## src/rtl/input_debouncer.sv

```systemverilog
// Multi-channel two-flop synchronizer and tick-qualified debouncer.
// Each channel accepts a new level after STABLE_TICKS differing ticks.
module input_debouncer #(
    parameter int   WIDTH        = 4,
    parameter int   CLK_DIV      = 1000,
    parameter int   STABLE_TICKS = 16,
    parameter logic INIT_VALUE   = 1'b0
) (
    input  logic             mclk,
    input  logic             rst_n,
    input  logic [WIDTH-1:0] raw,
    output logic [WIDTH-1:0] level,
    output logic [WIDTH-1:0] changed,
    output logic             tick
);

    localparam int DIV_W = (CLK_DIV > 1) ? $clog2(CLK_DIV) : 1;
    localparam int CNT_W = $clog2(STABLE_TICKS + 1);
    localparam logic [DIV_W-1:0] DIV_LAST = DIV_W'(CLK_DIV - 1);
    localparam logic [CNT_W-1:0] CNT_LAST = CNT_W'(STABLE_TICKS - 1);

    typedef enum logic {
        IDLE,
        COUNT
    } state_t;

    logic [WIDTH-1:0] s1;
    logic [WIDTH-1:0] sync;
    logic [DIV_W-1:0] div_cnt;

    // Two-flop synchronizer bringing raw contacts into the mclk domain
    always_ff @(posedge mclk or negedge rst_n) begin
        if (!rst_n) begin
            s1   <= {WIDTH{INIT_VALUE}};
            sync <= {WIDTH{INIT_VALUE}};
        end else begin
            s1   <= raw;
            sync <= s1;
        end
    end

    // Shared prescaler producing one sample tick every CLK_DIV cycles
    always_ff @(posedge mclk or negedge rst_n) begin
        if (!rst_n) begin
            div_cnt <= '0;
        end else if (div_cnt == DIV_LAST) begin
            div_cnt <= '0;
        end else begin
            div_cnt <= div_cnt + 1'b1;
        end
    end

    assign tick = (div_cnt == DIV_LAST);

    for (genvar i = 0; i < WIDTH; i++) begin : g_ch
        state_t           state;
        logic [CNT_W-1:0] cnt;
        logic             lvl;
        logic             chg;

        // Per-channel stability FSM; level only moves after a full run
        always_ff @(posedge mclk or negedge rst_n) begin
            if (!rst_n) begin
                state <= IDLE;
                cnt   <= '0;
                lvl   <= INIT_VALUE;
                chg   <= 1'b0;
            end else begin
                chg <= 1'b0;
                if (tick) begin
                    unique case (state)
                        IDLE: begin
                            if (sync[i] != lvl) begin
                                if (STABLE_TICKS == 1) begin
                                    lvl <= sync[i];
                                    chg <= 1'b1;
                                    cnt <= '0;
                                end else begin
                                    cnt   <= CNT_W'(1);
                                    state <= COUNT;
                                end
                            end else begin
                                cnt <= '0;
                            end
                        end
                        COUNT: begin
                            if (sync[i] == lvl) begin
                                cnt   <= '0;
                                state <= IDLE;
                            end else if (cnt == CNT_LAST) begin
                                lvl   <= sync[i];
                                chg   <= 1'b1;
                                cnt   <= '0;
                                state <= IDLE;
                            end else begin
                                cnt <= cnt + 1'b1;
                            end
                        end
                    endcase
                end
            end
        end

        assign level[i]   = lvl;
        assign changed[i] = chg;
    end

endmodule

```

## config.mk

```make
export PLATFORM = sky130hd
export DESIGN_NAME = input_debouncer
export DESIGN_NICKNAME = d
export VERILOG_FILES = /design/src/rtl/input_debouncer.sv
export SDC_FILE = /design/constraint.sdc
export NUM_CORES = 1
export LEC_CHECK = 0
export CORE_ASPECT_RATIO = 0.8
export CORE_UTILIZATION = 45
export CTS_CLUSTER_DIAMETER = 50
export DETAILED_ROUTE_END_ITERATION = 10
export DONT_BUFFER_PORTS = 1
export PLACE_DENSITY_LB_ADDON = 0.25
export SYNTH_ARGS = -nofsm -noshare
export SYNTH_HDL_FRONTEND = slang
export SYNTH_SLANG_ARGS = --single-unit
```

## constraint.sdc

```tcl
create_clock -name mclk -period 3.8 [get_ports mclk]
set_input_delay 0.38 -clock mclk [delete_from_list [all_inputs] [get_ports mclk]]
set_output_delay 0.38 -clock mclk [all_outputs]
set_load 0.01 [all_outputs]
```

Yosys cells after proc, flatten, opt, wreduce, memory -nomap -nowiden --
Index checks and enable logic that the tools add are counted.
Storage, ports and cells: input bits 6, bits in registers 50, output and inout port bits 9, logic and storage cells 98
Operators by class: muxes and demuxes 49, equal/unequal tests 13, reduce and logical (&&, ||, !) cells 4, $add $sub $neg 5, bitwise logic cells 8
Operators with widths (count):
- $mux W5 | 8
- $pmux W5 S2 | 4
- $mux W1 | 32
- $add A5 B1 Y5 const B | 4
- $eq A5 B4 Y1 const B | 4
- $reduce_and A4 Y1 | 4
- $add A10 B1 Y10 const B | 1
- $eq A10 B10 Y1 const B | 1
- $mux W10 | 1
- $not A1 Y1 | 8
- $pmux W1 S2 | 4
- $eq A1 B1 Y1 | 4
- $ne A1 B1 Y1 | 4

Logic depth before layout (Yosys ltp) --
word-level depth 5, gate-level depth with buffers 8, mapped depth without buffers 6

Worst setup path after synthesis --
Ideal clock, no wire load.
kind reg2out, start point register div_cnt[0], end point output tick, cell stages (with the launch flop) 8, setup slack 1.847 ns, data arrival time 1.573 ns, path buffers 3, data required time 3.420 ns, path through dfrtp_1 ha_1 nand2_2 or4_4 buf_6 clkinv_4 buf_8 buf_6
On the way: word-level cells in the longest chain between the ends 1
Ends and longest elaborated chain:
- start: declaration | RTL line 29 | logic [DIV_W-1:0] div_cnt;
- start signal: assignment | RTL line 49 | div_cnt <= div_cnt + 1'b1;
- $eq A10 B10 Y1 | RTL line 53 | assign tick = (div_cnt == DIV_LAST);
- end: declaration | RTL line 14 | output logic tick
No other way between the ends.

Final worst setup path --
Ends and elaborated chain as after synthesis.

==> run summary <==
The overflow left after global routing is 0, and the via count of the first global-routing pass is 1449. The smallest clock period supported by the final layout is computed as 2.38 ns. The clock-pin slew of the registers on the worst-case setup and hold paths is 0.09 ns, and the remaining max-slew budget at the tightest pin is 77.9%. The area of the die is 5480 um^2. Critical hold path startpoint: raw[2]. The die is 82.5 um wide. For the pin with the worst max-slew slack, the measured transition is 0.329 ns. In this run the mean area of a mapped cell was 11.4 um^2. Counting instances, the worst hold path has a depth of 0. The Yosys step of the flow raised 0 warnings.

The largest buffer count on any clock path is 2, and the count of cells along the worst register-to-register path is 6. Max-cap check violation count: 0. The tree is rooted in a sky130_fd_sc_hd__clkbuf_8. The end point of the worst hold path is s1[2].

TritonCTS built the clock tree. Data on the critical path is required at its endpoint by 3.42 ns. The number of inserted diodes is 0, and the final routed wire length divided by cell count is 14.8 um. Registers are responsible for 62.1% of the overall power. The number of hold violations in the final report was 0; the maximum fanout along the worst path was 33. The kind of start point of the critical path was a flip-flop. The number of nets in the final layout is 210. The tools report the via count of the routed design as 1495. Between clock sinks in the finished design, the worst skew comes to 0.00863 ns. The tools report the worst-case vdd ir drop as 0.194 mV. The remaining antenna violation count came out at 0. Across the whole layout, storage elements account for 1250 um^2.

STA classifies the critical path endpoint as a primary output. The logs give 0.866 mW for the total design power and 0 for the number of endpoints failing setup at the final stage. The tools report the number of sinks on the clock net as 50. The run finished with clean final reports. For this run, the top clock speed supported by timing is 419 MHz. Clock latency on the worst-skew pair, taken at its later pin, is 0.30 ns. The initial antenna violation count is 0. The startpoint identified for the worst register-to-register timing path is div_cnt[0]. In this run the critical register-to-register path is captured at g_ch[3].lvl.

Post-cts sizing count: 0. The run gives 2 as the depth of the CTS H-tree. In the global route stage, overall resource usage came out at 16.3%. Setup repair after global routing left no endpoint under its margin. For the placer congestion estimate, the log shows 0.781.

Of the cells placed in the final design, the portion with a size suffix greater than 1 is 8.50%. The first global-routing pass estimated 6.53 mm of wire. For the worst setup path, the data arrival time is 2.00 ns. Internal power: 0.689 mW.

The net switching share of the total power came out at 20.5%. The tools report the part of the total power dissipated in combinational logic as 2.1%. After legalization and detailed placement, the total HPWL measured 2.53 mm. In the routed layout, each cell is associated on average with a via count of 5.71.

The mapped netlist covers 2330 um^2. Pin placement for this block handled 15 I/O pins. The floorplan step defined a core boundary enclosing 5010 um^2. Entering global routing, the biggest net connects 51 pins. In this run, the clock network consumes 35.8% of the power.

The start-to-end type of the worst setup path is flip-flop to primary output. The row count is 23. Adding up every negative setup slack in the final design gives 0 ns.

The post-CTS repair timing setup buffer count was 0. After the first detailed-routing iteration, the DRC count stood at 89. On the final layout, the worst hold slack is 0.102 ns. The number of buffers inserted during clock tree synthesis is 5, and the final clock period utilization by the worst path is 62.8%. The synthesized instance count was 205.

The classification of the worst-slack hold path was input pin to flip-flop. Compared with the post-synthesis result, the final layout area differs by 3.54%. The ratio of total power to cell area works out to 359 nW/um^2. Summed over all cells, the static leakage comes to 1.11 nW. The net count of the mapped netlist was 216.

The total DRC errors in the routed layout is 0, and the register-to-register setup slack is 1.53 ns. The tools report the initial core utilization as 46.6%. The number of slew-limit violations in the final report was 0.

The number of filler instances in the final layout is 471, and the power spent charging and discharging nets is 0.178 mW. Distinct cell type count after synthesis: 35. The multi-input combinational cells in the finished layout cover a total of 942 um^2. The final layout contains routed wiring with a total length of 3.87 mm. The count of port buffers added during placement came out at 0. Vertical extent of the die: 66.4 um. For this run, the detailed router's first-pass iteration total came to 4. Sequential elements use 53.6% of the synthesized area. Measured on the finished design, the core utilization comes to 48.3%. Buffers inserted to repair hold after CTS numbered 2. The post-synthesis sequential element count was 50.
==> critical path: stages (launching register included) <==
cell                       delay (ns)
sky130_fd_sc_hd__dfrtp_1         0.39
sky130_fd_sc_hd__ha_1            0.23
sky130_fd_sc_hd__nand2_2         0.10
sky130_fd_sc_hd__or4_4           0.71
sky130_fd_sc_hd__clkinv_4        0.28
==> worst max path at each step <==
stage               startpoint          end  slack [ns]
floorplan           div_cnt[0]         tick        1.85
CTS                 div_cnt[0]         tick        1.42
detailed placement  div_cnt[0]  g_ch[3].lvl        1.55
finish              div_cnt[0]         tick        1.42
global placement    div_cnt[0]  g_ch[2].lvl        1.62
global route        div_cnt[0]         tick        1.31
==> cell families (layout without fill, tap and decap cells) <==
group / after synthesis / after routing / synth area share [%]
adder cells (fa/ha/maj): 5 / 5 / 2.68
multiplexers: 4 / 4 / 2.57
AO/OA/AOI/OAI: 49 / 49 / 14.2
AND/OR/NAND/NOR: 71 / 71 / 17.9
XOR/XNOR: 8 / 8 / 3.00
flip-flops: 50 / 50 / 53.6
buffers and inverters: 18 / 13 / 6.01
==> Yosys cell counts (all sizes together) <==
cell | number | share of area, %
o31ai | 4 | 1.3
xnor2 | 6 | 2.3
or3 | 4 | 1.1
a211oi | 5 | 1.6
nand4 | 1 | 0.27
a21boi | 1 | 0.32
and4b | 4 | 1.7
or4 | 1 | 0.48
a22o | 8 | 3.0
and2 | 1 | 0.27
dfrtp | 50 | 54
buf | 13 | 5.0
inv | 2 | 0.32
clkbuf | 2 | 0.32
nand2b | 5 | 1.3
nor3b | 4 | 1.3
clkinv | 1 | 0.38
a31o | 1 | 0.38
nor2 | 4 | 0.64
nand3 | 12 | 2.6
and3 | 8 | 2.1
a21o | 5 | 1.6
nor2b | 9 | 2.4
nor3 | 6 | 1.3
xor2 | 2 | 0.75
mux2 | 4 | 2.6
o21ai | 15 | 3.2
nand2 | 11 | 1.9
a32o | 3 | 1.3
a21oi | 7 | 1.5
ha | 5 | 2.7
nor4 | 1 | 0.54
==> power by group through the flow <==
| stage | clock network (mW) | logic, mW | registers [mW] |
|---|---|---|---|
| after floorplan | 0 | 0.00334 | 0.548 |
| after global placement | 0 | 0.00394 | 0.548 |
| after detailed placement | 0 | 0.00398 | 0.549 |
| after CTS | 0.325 | 0.0191 | 0.538 |
| after global routing | 0.347 | 0.0208 | 0.538 |
| final | 0.310 | 0.0180 | 0.538 |
==> routing by layer <==
metal | vias up | track usage, % | part of all wire [%]
met4 | 0 | 4.53 | 0.67
li1 | 722 | - | -
met2 | 28 | 25.1 | 47
met3 | 4 | 5.93 | 4.3
met5 | - | 0 | 0
met1 | 741 | 21.4 | 48
==> placed cells by master, fill, tap and decap left out, types with 6 or more instances in the layout <==
master                     instances
sky130_fd_sc_hd__a21oi_1           7
sky130_fd_sc_hd__nand2_1          10
sky130_fd_sc_hd__clkbuf_8          6
sky130_fd_sc_hd__nand3_1          12
sky130_fd_sc_hd__nor3_1            6
sky130_fd_sc_hd__o21ai_0          15
sky130_fd_sc_hd__and3_1            8
sky130_fd_sc_hd__dfrtp_1          50
sky130_fd_sc_hd__a22o_1            8
sky130_fd_sc_hd__nor2b_1           9
sky130_fd_sc_hd__xnor2_1           6
==> registers in the layout (all words and copies together) (netlist names) <==
signal and flops:
div_cnt 10, g_ch.chg 4, g_ch.cnt 20, g_ch.lvl 4, g_ch.state 4, s1 4
sync 4
==> stage by stage <==
step | cell area, um^2 | setup WS, ns | instances
final | 2420 | 1.42 | 262
after global routing | 2420 | 1.31 | 262
after CTS | 2420 | 1.42 | 262
after detailed placement | 2290 | 1.55 | 252
after global placement | 2290 | 1.62 | 252
after floorplan | 2330 | 1.85 | 205
==> area by class of cell <==
class	count	area share [%]
Clock buffer	7	3.57
Clock inverter	1	0.207
Inverter	3	0.673
Multi-Input combinational cell	137	39.0
Sequential cell	50	51.8
Tap cell	62	3.21
Timing Repair Buffer	2	1.55
Power figures use the tool's default switching activity.
